`src/rtl/xip_prefetch_buffer.sv`:
```
// Sequential instruction prefetch buffer between the CPU instruction-side
// AHB-Lite bus and the QSPI XIP controller. Sequential fetches that hit the
// head of a small word FIFO complete with zero wait states. A single-word
// master port refills the FIFO ahead of demand. A non-sequential fetch
// flushes the FIFO and turns into a demand read.
module xip_prefetch_buffer #(
  parameter int DEPTH         = 4,   // FIFO depth in words, power of 2, 2..16
  parameter int PF_BOUND_LOG2 = 10   // prefetch stays inside this aligned region
) (
  input  logic        HCLK,
  input  logic        HRESET,
  input  logic        pf_en,
  input  logic        S_HSEL,
  input  logic [31:0] S_HADDR,
  input  logic [1:0]  S_HTRANS,
  input  logic        S_HWRITE,
  input  logic        S_HREADY,
  output logic        S_HREADYOUT,
  output logic [31:0] S_HRDATA,
  output logic        M_HSEL,
  output logic [31:0] M_HADDR,
  output logic [1:0]  M_HTRANS,
  output logic        M_HWRITE,
  input  logic        M_HREADY,
  input  logic [31:0] M_HRDATA
);

  localparam int PW = $clog2(DEPTH);
  localparam int CW = $clog2(DEPTH + 1);

  typedef enum logic [1:0] {M_IDLE, M_ADDR, M_DATA} m_state_t;

  m_state_t        m_state, m_state_nxt;
  logic            p_valid;        // a slave read is in its data phase
  logic [31:0]     p_addr;         // word-aligned address of that read
  logic [31:0]     head_addr;      // address of the FIFO head word
  logic [31:0]     nf_addr;        // next address the master port fetches
  logic [CW-1:0]   count;
  logic [PW-1:0]   rd_ptr, wr_ptr;
  logic            discard;        // in-flight fetch belongs to a flushed stream
  logic            stream_valid;   // head/nf describe a real fetch stream
  logic [31:0]     mem [DEPTH];

  logic inflight, hit, wait_rd, miss, accept, beat, push, pf_ok, demand, issue;
  logic addr_phase;

  // The byte-lane bits and HTRANS[0] carry no information for this slave.
  logic unused_bits;
  assign unused_bits = ^{S_HADDR[1:0], S_HTRANS[0]};

  // Slave-side classification of the pending read and master issue decision.
  always_comb begin
    inflight = (m_state != M_IDLE);
    accept   = S_HSEL && S_HTRANS[1] && S_HREADY;
    hit      = p_valid && (count != '0) && (head_addr == p_addr);
    // With count==0 an undiscarded in-flight fetch is always for head_addr,
    // and in M_IDLE a demand for head_addr is about to be issued.
    wait_rd  = p_valid && (count == '0) && stream_valid && (head_addr == p_addr)
               && !(inflight && discard);
    miss     = p_valid && !hit && !wait_rd;
    beat     = (m_state == M_DATA) && M_HREADY;
    // Data landing in the miss-detect cycle belongs to the old stream.
    push     = beat && !discard && !miss;
    demand   = p_valid && (count == '0);
    pf_ok    = pf_en && stream_valid &&
               (nf_addr[31:PF_BOUND_LOG2] == head_addr[31:PF_BOUND_LOG2]);
    issue    = (m_state == M_IDLE) && !miss && (count < CW'(DEPTH)) && (demand || pf_ok);
  end

  // Master FSM next-state logic.
  always_comb begin
    // NOTE: every always_comb output gets a default first so no path infers a latch.
    m_state_nxt = m_state;
    unique case (m_state)
      M_IDLE: if (issue)    m_state_nxt = M_ADDR;
      M_ADDR: if (M_HREADY) m_state_nxt = M_DATA;
      M_DATA: if (M_HREADY) m_state_nxt = M_IDLE;
      default:              m_state_nxt = M_IDLE;
    endcase
  end

  // Bus outputs; the master request drops as soon as reset is asserted.
  always_comb begin
    addr_phase  = (m_state == M_ADDR) && !HRESET;
    M_HSEL      = addr_phase;
    M_HTRANS    = addr_phase ? 2'b10 : 2'b00;
    M_HADDR     = addr_phase ? nf_addr : 32'd0;
    M_HWRITE    = 1'b0;
    S_HREADYOUT = !(p_valid && !hit);
    S_HRDATA    = hit ? mem[rd_ptr] : 32'd0;
  end

  // Master FSM state register.
  always_ff @(posedge HCLK) begin
    // NOTE: sequential state uses non-blocking assignments so every flop samples pre-edge values.
    if (HRESET) m_state <= M_IDLE;
    else        m_state <= m_state_nxt;
  end

  // Pending slave read, FIFO bookkeeping, flush and fetch address tracking.
  always_ff @(posedge HCLK) begin
    if (HRESET) begin
      p_valid      <= 1'b0;
      p_addr       <= 32'd0;
      head_addr    <= 32'd0;
      nf_addr      <= 32'd0;
      count        <= '0;
      rd_ptr       <= '0;
      wr_ptr       <= '0;
      discard      <= 1'b0;
      stream_valid <= 1'b0;
    end else begin
      if (accept) begin
        p_valid <= !S_HWRITE;
        p_addr  <= {S_HADDR[31:2], 2'b00};
      end else if (hit) begin
        p_valid <= 1'b0;
      end

      if (miss) begin
        count        <= '0;
        rd_ptr       <= '0;
        wr_ptr       <= '0;
        head_addr    <= p_addr;
        nf_addr      <= p_addr;
        stream_valid <= 1'b1;
        discard      <= inflight && !beat;
      end else begin
        if (push) wr_ptr <= wr_ptr + PW'(1);
        if (hit) begin
          rd_ptr    <= rd_ptr + PW'(1);
          head_addr <= head_addr + 32'd4;
        end
        if (push && !hit)      count <= count + CW'(1);
        else if (!push && hit) count <= count - CW'(1);
        if ((m_state == M_ADDR) && M_HREADY) nf_addr <= nf_addr + 32'd4;
        if (beat) discard <= 1'b0;
      end
    end
  end

  // FIFO storage.
  always_ff @(posedge HCLK) begin
    // NOTE: storage is not reset; count and pointers define which words are valid.
    if (push) mem[wr_ptr] <= M_HRDATA;
  end

endmodule

```
`config.mk`:
```
export PLATFORM = sky130hd
export DESIGN_NAME = xip_prefetch_buffer
export DESIGN_NICKNAME = d
export VERILOG_FILES = /design/src/rtl/xip_prefetch_buffer.sv
export SDC_FILE = /design/constraint.sdc
export NUM_CORES = 1
export LEC_CHECK = 0
export ABC_CLOCK_PERIOD_IN_PS = 4500
export CAP_MARGIN = 20
export CORE_AREA = 2 2 143 145
export CTS_CLUSTER_DIAMETER = 60
export DETAILED_ROUTE_END_ITERATION = 16
export DIE_AREA = 0 0 145 147
export MAX_ROUTING_LAYER = met4
export PLACE_DENSITY = 0.78
export SLEW_MARGIN = 40
export SYNTH_ARGS = -nofsm -noshare
export SYNTH_HDL_FRONTEND = slang
export SYNTH_SLANG_ARGS = --single-unit
```
`constraint.sdc`:
```
create_clock -name HCLK -period 4.5 [get_ports HCLK]
set_input_delay 0.9 -clock HCLK [delete_from_list [all_inputs] [get_ports HCLK]]
set_output_delay 0.9 -clock HCLK [all_outputs]
set_load 0.01 [all_outputs]
```
Word level (Yosys, flattened, before mapping)
Memories as Yosys holds them, arrays and structs flattened. A register that Yosys moved wholly into a read port is not among the register bits.
Cells that the tools add are included.
{"block": "word_totals", "register_bits": 106, "ramBits": 128, "output_inout_bits": 69, "wordCells": 92, "n_memories": 1}
{"block": "classes", "add_sub_neg": 6, "order_cmp": 1, "n_eq_ne": 7, "n_mux": 21, "n_reduce_logical": 46}
{"name": "mem", "depth": 4, "width": 32, "rd": 1, "rd_ports_with_merged_regs": 1, "wr": 1, "line_no": "42", "source": "logic [31:0] mem [DEPTH];"}
{"cell": "$mux W32", "n": 6}
{"cell": "$add A32 B3 Y32 const B", "n": 2}
{"cell": "$eq A32 B32 Y1", "n": 1}
{"cell": "$logic_and A1 B1 Y1", "n": 24}
{"cell": "$eq A22 B22 Y1", "n": 1}
{"cell": "$mux W2", "n": 6}
{"cell": "$reduce_bool A2 Y1", "n": 6}
{"cell": "$logic_not A1 Y1", "n": 10}
{"cell": "$mux W1", "n": 6}
{"cell": "$mux W3", "n": 2}
{"cell": "$ne A2 B2 Y1 const B", "n": 3}
{"cell": "$pmux W2 S3", "n": 1}
{"cell": "$add A2 B1 Y2 const B", "n": 2}
{"cell": "$add A3 B1 Y3 const B", "n": 1}
{"cell": "$logic_not A3 Y1", "n": 1}
{"cell": "$lt A3 B3 Y1 const B", "n": 1}
{"cell": "$reduce_and A3 Y1", "n": 1}
{"cell": "$reduce_bool A3 Y1", "n": 1}
{"cell": "$sub A3 B1 Y3 const B", "n": 1}
{"cell": "$eq A2 B1 Y1 const B", "n": 1}
{"cell": "$eq A2 B2 Y1 const B", "n": 1}
{"cell": "$logic_not A2 Y1", "n": 1}
{"cell": "$reduce_or A2 Y1", "n": 1}
{"cell": "$logic_or A1 B1 Y1", "n": 1}

Longest topological paths before layout
{"block": "logic_depth", "ltp_word": 13, "mapped_depth": 15, "depth_no_buf": 12}

Worst setup path after synthesis
Ideal clock, no wire load.
{"block": "synth_path", "kind": "register to register", "from": "register head_addr[27]", "to": "register count[2]", "setup_time_ns": 0.123, "t_arrival_ns": 3.030, "slack_ns": 1.348, "stages_incl_launch_ff": 16, "synth_period_minus_slack_ns": 3.152, "path_cell_list": "dfxtp_1 buf_6 xor2_1 nor4_4 nand4_4 o31ai_1 buf_2 clkbuf_1 and2_1 ha_1 inv_1 fa_1 xor2_1 nor2_1 xnor2_1 nor2_1"}
{"block": "synth_between", "elab_chain_len": 10}
{"item": "from (decl)", "line_no": "36", "source": "logic [31:0] head_addr;"}
{"item": "from (signal assigned)", "line_no": "124", "source": "head_addr <= p_addr;"}
{"item": "from (signal assigned)", "line_no": "132", "source": "head_addr <= head_addr + 32'd4;"}
{"item": "$eq A32 B32 Y1 (*)", "line_no": "55, 58"}
{"item": "$logic_and A1 B1 Y1 (on tied branches)", "line_no": "55, 58"}
{"item": "$logic_not A1 Y1 or $logic_and A1 B1 Y1 (tied branches)", "line_no": "60, 59"}
{"item": "$logic_and A1 B1 Y1 or $logic_not A1 Y1 (tied branches)", "line_no": "60", "source": "miss = p_valid && !hit && !wait_rd;"}
{"item": "$logic_and A1 B1 Y1 (*)", "line_no": "60"}
{"item": "$logic_not A1 Y1 (*)", "line_no": "63", "source": "push = beat && !discard && !miss;"}
{"item": "$logic_and A1 B1 Y1 (*)", "line_no": "63"}
{"item": "via push", "line_no": "44", "source": "logic inflight, hit, wait_rd, miss, accept, beat, push, pf_ok, demand, issue;"}
{"item": "$logic_not A1 Y1", "line_no": "135", "source": "else if (!push && hit) count <= count - CW'(1);"}
{"item": "$logic_and A1 B1 Y1", "line_no": "135"}
{"item": "$reduce_bool A2 Y1 (no line)"}
{"item": "to (signal assigned)", "line_no": "134", "source": "if (push && !hit) count <= count + CW'(1);"}
{"item": "to (signal assigned)", "line_no": "135"}
{"item": "to (decl)", "line_no": "38", "source": "logic [CW-1:0] count;"}
The timed path passes the listed nets; every way through them passes the cells marked *.
A chain may end at the register's enable or synchronous reset.

Worst setup path in the final report
{"block": "layout_path", "from": "register head_addr[7]", "to": "output S_HREADYOUT"}
{"block": "layout_between", "elab_chain_len": 5}
{"item": "$eq A32 B32 Y1", "line_no": "55", "source": "hit = p_valid && (count != '0) && (head_addr == p_addr);"}
{"item": "$logic_and A1 B1 Y1", "line_no": "55"}
{"item": "$logic_not A1 Y1", "line_no": "89", "source": "S_HREADYOUT = !(p_valid && !hit);"}
{"item": "$logic_and A1 B1 Y1", "line_no": "89"}
{"item": "$logic_not A1 Y1", "line_no": "89"}
{"item": "to (decl)", "line_no": "18", "source": "output logic S_HREADYOUT,"}
Every way passes these cells.

==> out/results.ini <==
[cts]
clk_pin_slew_ps=60
cts_buffers=25
clk_latency_ps=530
clk_path_buf_depth=3
clockRootBuffer=clkbuf_16
postCtsHoldBufs=0
cts_tree=built
cts.sinks=232
htree_levels=1

[power]
p_per_area_mw_per_mm2=341
p_leak_nw=4.54
ir_worst_vdd_uv=311

[synthesis]
ys_types=57
seq_area_frac_synth=0.547
async_reset_ff_frac=0
syn_area_sq_mm=0.0108
avgSynthCellArea_sq_um=11.2
synthCells=966
synth-edff-count=128
ys_ff_latch=232
yosys_warnings=0
synthFlopType=edfxtp_1

[timing]
fin_setup_tns_ps=0
setup_violations=0
hold_viol=0
maxSlewViolCount=0
finalCriticalPeriod_ps=4380
tightest_slew_ps=693
rsz0062_at_grt=false
slew_headroom=0.534
fmax_mhz=229
clock_skew_ps=16.6
period_share=0.972

[setup_path]
crit_path_start_kind=flip-flop
arrival_ps=3480
cp-end-kind=output pin
critical_path_class=flip-flop to output pin
required_ps=3600
worstPathMaxFanout=38
rrSetupSlack_ps=1180

[finish]
drive_gt1_frac=0.101
instances_no_fill=1366
final_core_util=0.665
fin_nets=1158
diodes=0
syn_to_final_growth_pct=21.7

[route]
drt_iter0_drc=717
dr.pass1.iters=5
wl_per_cell_um=19.0
routed_wl_um=25900
via_count=7833
ant_nets=0
viasPerCell=5.73
drc_errors=0

[placed_design]
io_buffer_count=134
hpwlAfterDp_um=17600
gp_congestion=0.981
placed_cells=1320

[floorplan]
coreArea_sq_mm=0.0198
initial_core_util=0.546
rows=52
die-area_sq_mm=0.0213
io_pins=142
die-width_um=145
die-height_um=147

[global_routing]
grt_max_degree=65
antenna_found_initial=0
grt_pass1_vias=7408
gr-total-overflow=0
grt_util_all_layers=0.246
grt_pass1_wl_um=40700

[status]
status=finished clean

[hold_path]
hold_class=flip-flop to flip-flop

[job]
drv_cap=0

worst max-delay path, stage by stage, from the launching register on:
cell,delay [ps]
dfxtp_1,450
xor2_1,190
nor4_4,440
nand4_4,260
nor3_4,530
buf_12,250
inv_4,120
nand2_1,90
clkdlybuf4s50_1,570
placed cells by master, fill, tap and decap left out, types with 4 or more instances in the layout:
cell type	synthesis	layout
and3_1	12	11
clkbuf_1	48	5
clkdlybuf4s50_1	0	133
and2_1	65	65
clkinv_1	1	4
nor3_1	17	14
xnor2_1	33	33
dfxtp_1	104	103
inv_1	15	15
mux4_2	32	32
nor4_4	5	6
nand4_1	23	23
clkinv_2	0	5
xor2_1	59	59
a21oi_1	53	53
ha_1	7	7
a211oi_1	21	21
nor2_1	49	49
o21a_1	6	6
and4_1	5	5
a31oi_1	16	16
conb_1	1	4
edfxtp_1	128	128
or3_1	7	7
buf_4	5	14
o211ai_1	6	6
nor4_1	8	7
nand3_1	42	41
clkbuf_16	0	25
a22oi_1	9	9
o21ai_0	22	22
nand2_1	115	115
synthesized netlist by cell type, types with 2 or more instances:
library cell | number | area share
buf_2 | 11 | 0.0051
nand4_1 | 23 | 0.013
nor4_2 | 3 | 0.0035
nor4_4 | 5 | 0.0098
and3_1 | 12 | 0.0069
and2_1 | 65 | 0.038
xor2_1 | 59 | 0.048
clkbuf_1 | 48 | 0.017
nor3_1 | 17 | 0.0078
o31ai_1 | 3 | 0.0021
xnor2_1 | 33 | 0.027
edfxtp_1 | 128 | 0.35
o211ai_1 | 6 | 0.0042
buf_4 | 5 | 0.0035
a21oi_1 | 53 | 0.024
ha_1 | 7 | 0.0081
nor2b_1 | 2 | 0.0012
buf_6 | 5 | 0.0052
a31oi_1 | 16 | 0.0092
nand3_1 | 42 | 0.019
dfxtp_1 | 104 | 0.19
o31a_1 | 2 | 0.0016
nand2_1 | 115 | 0.040
a22oi_1 | 9 | 0.0062
nor2_1 | 49 | 0.017
o21ai_0 | 22 | 0.010
o21a_1 | 6 | 0.0042
nor4_1 | 8 | 0.0046
a211oi_1 | 21 | 0.015
mux4_2 | 32 | 0.066
or4_1 | 3 | 0.0021
inv_1 | 15 | 0.0052
or2_2 | 2 | 0.0012
nand3b_1 | 2 | 0.0014
and4_1 | 5 | 0.0040
or3_1 | 7 | 0.0040
metrics by stage:
stage                     cell area [sq um]  power, mW  setup slack [ps]  hold WS [ps]
after floorplan                       10900       2.45              1350           458
after global placement                12300       2.56               730           476
after detailed placement              12400       2.57               679           488
after CTS                             13200       4.52               133           514
after global routing                  13200       4.62              33.9           528
final                                 13200       4.50               125           518
state kept, by name, indices dropped and copies added (netlist names), named ones only:
| signal | count |
|---|---|
| count | 3 |
| mem | 128 |
| nf_addr | 30 |
| wr_ptr | 2 |
| p_valid | 1 |
| head_addr | 30 |
| p_addr | 30 |
| stream_valid | 1 |
| rd_ptr | 2 |
| discard | 1 |
| m_state | 2 |
worst paths after layout:
kind                                    from          end  cells after the start
worst min register to register     p_addr[3]    p_addr[3]                      2
worst max-delay path            head_addr[7]  S_HREADYOUT                      8
worst max register to register  head_addr[7]     count[1]                     11
worst min-delay path               p_addr[3]    p_addr[3]                      2
report_power, final:
| group | leakage (nW) | switching [mW] | internal (mW) |
|---|---|---|---|
| clock | 0.394 | 0.835 | 1.14 |
| sequential | 1.99 | 0.0367 | 2.25 |
| combinational | 2.16 | 0.124 | 0.111 |
final cells by class:
cell class / instances / area, sq um
Timing Repair Buffer: 150 / 1480
Inverter: 17 / 66.3
Sequential cell: 232 / 5930
Clock inverter: 13 / 114
Clock buffer: 33 / 686
Fill cell: 1476 / 6650
Tap cell: 270 / 338
Multi-Input combinational cell: 651 / 4580
layer usage:
layer	track usage	vias up	routed length (um)
met1	0.344	3754	11200
met5	-	-	0
met2	0.381	327	12000
met3	0.0460	34	2250
li1	-	3718	-
met4	0.0510	0	481
cell families (layout without fill, tap and decap cells):
kind of cell	count (synthesis)	after routing	synth area share
AOI/OAI and AO/OA	144	144	0.0812
xor gates and xnor gates	92	92	0.0743
adders and majority gates	8	8	0.00992
buffers and inverters	86	213	0.0365
DFF	232	232	0.547
muxes	33	33	0.0674
other	1	4	0.000346
and+or+nand+nor	370	370	0.184
what timing repair did:
item | 4_1_cts | 5_1_grt
resized for setup | 0 | 0
setup endpoints to repair | 0 | 1
setup buffers | 0 | 0
Power figures use the tool's default switching activity.
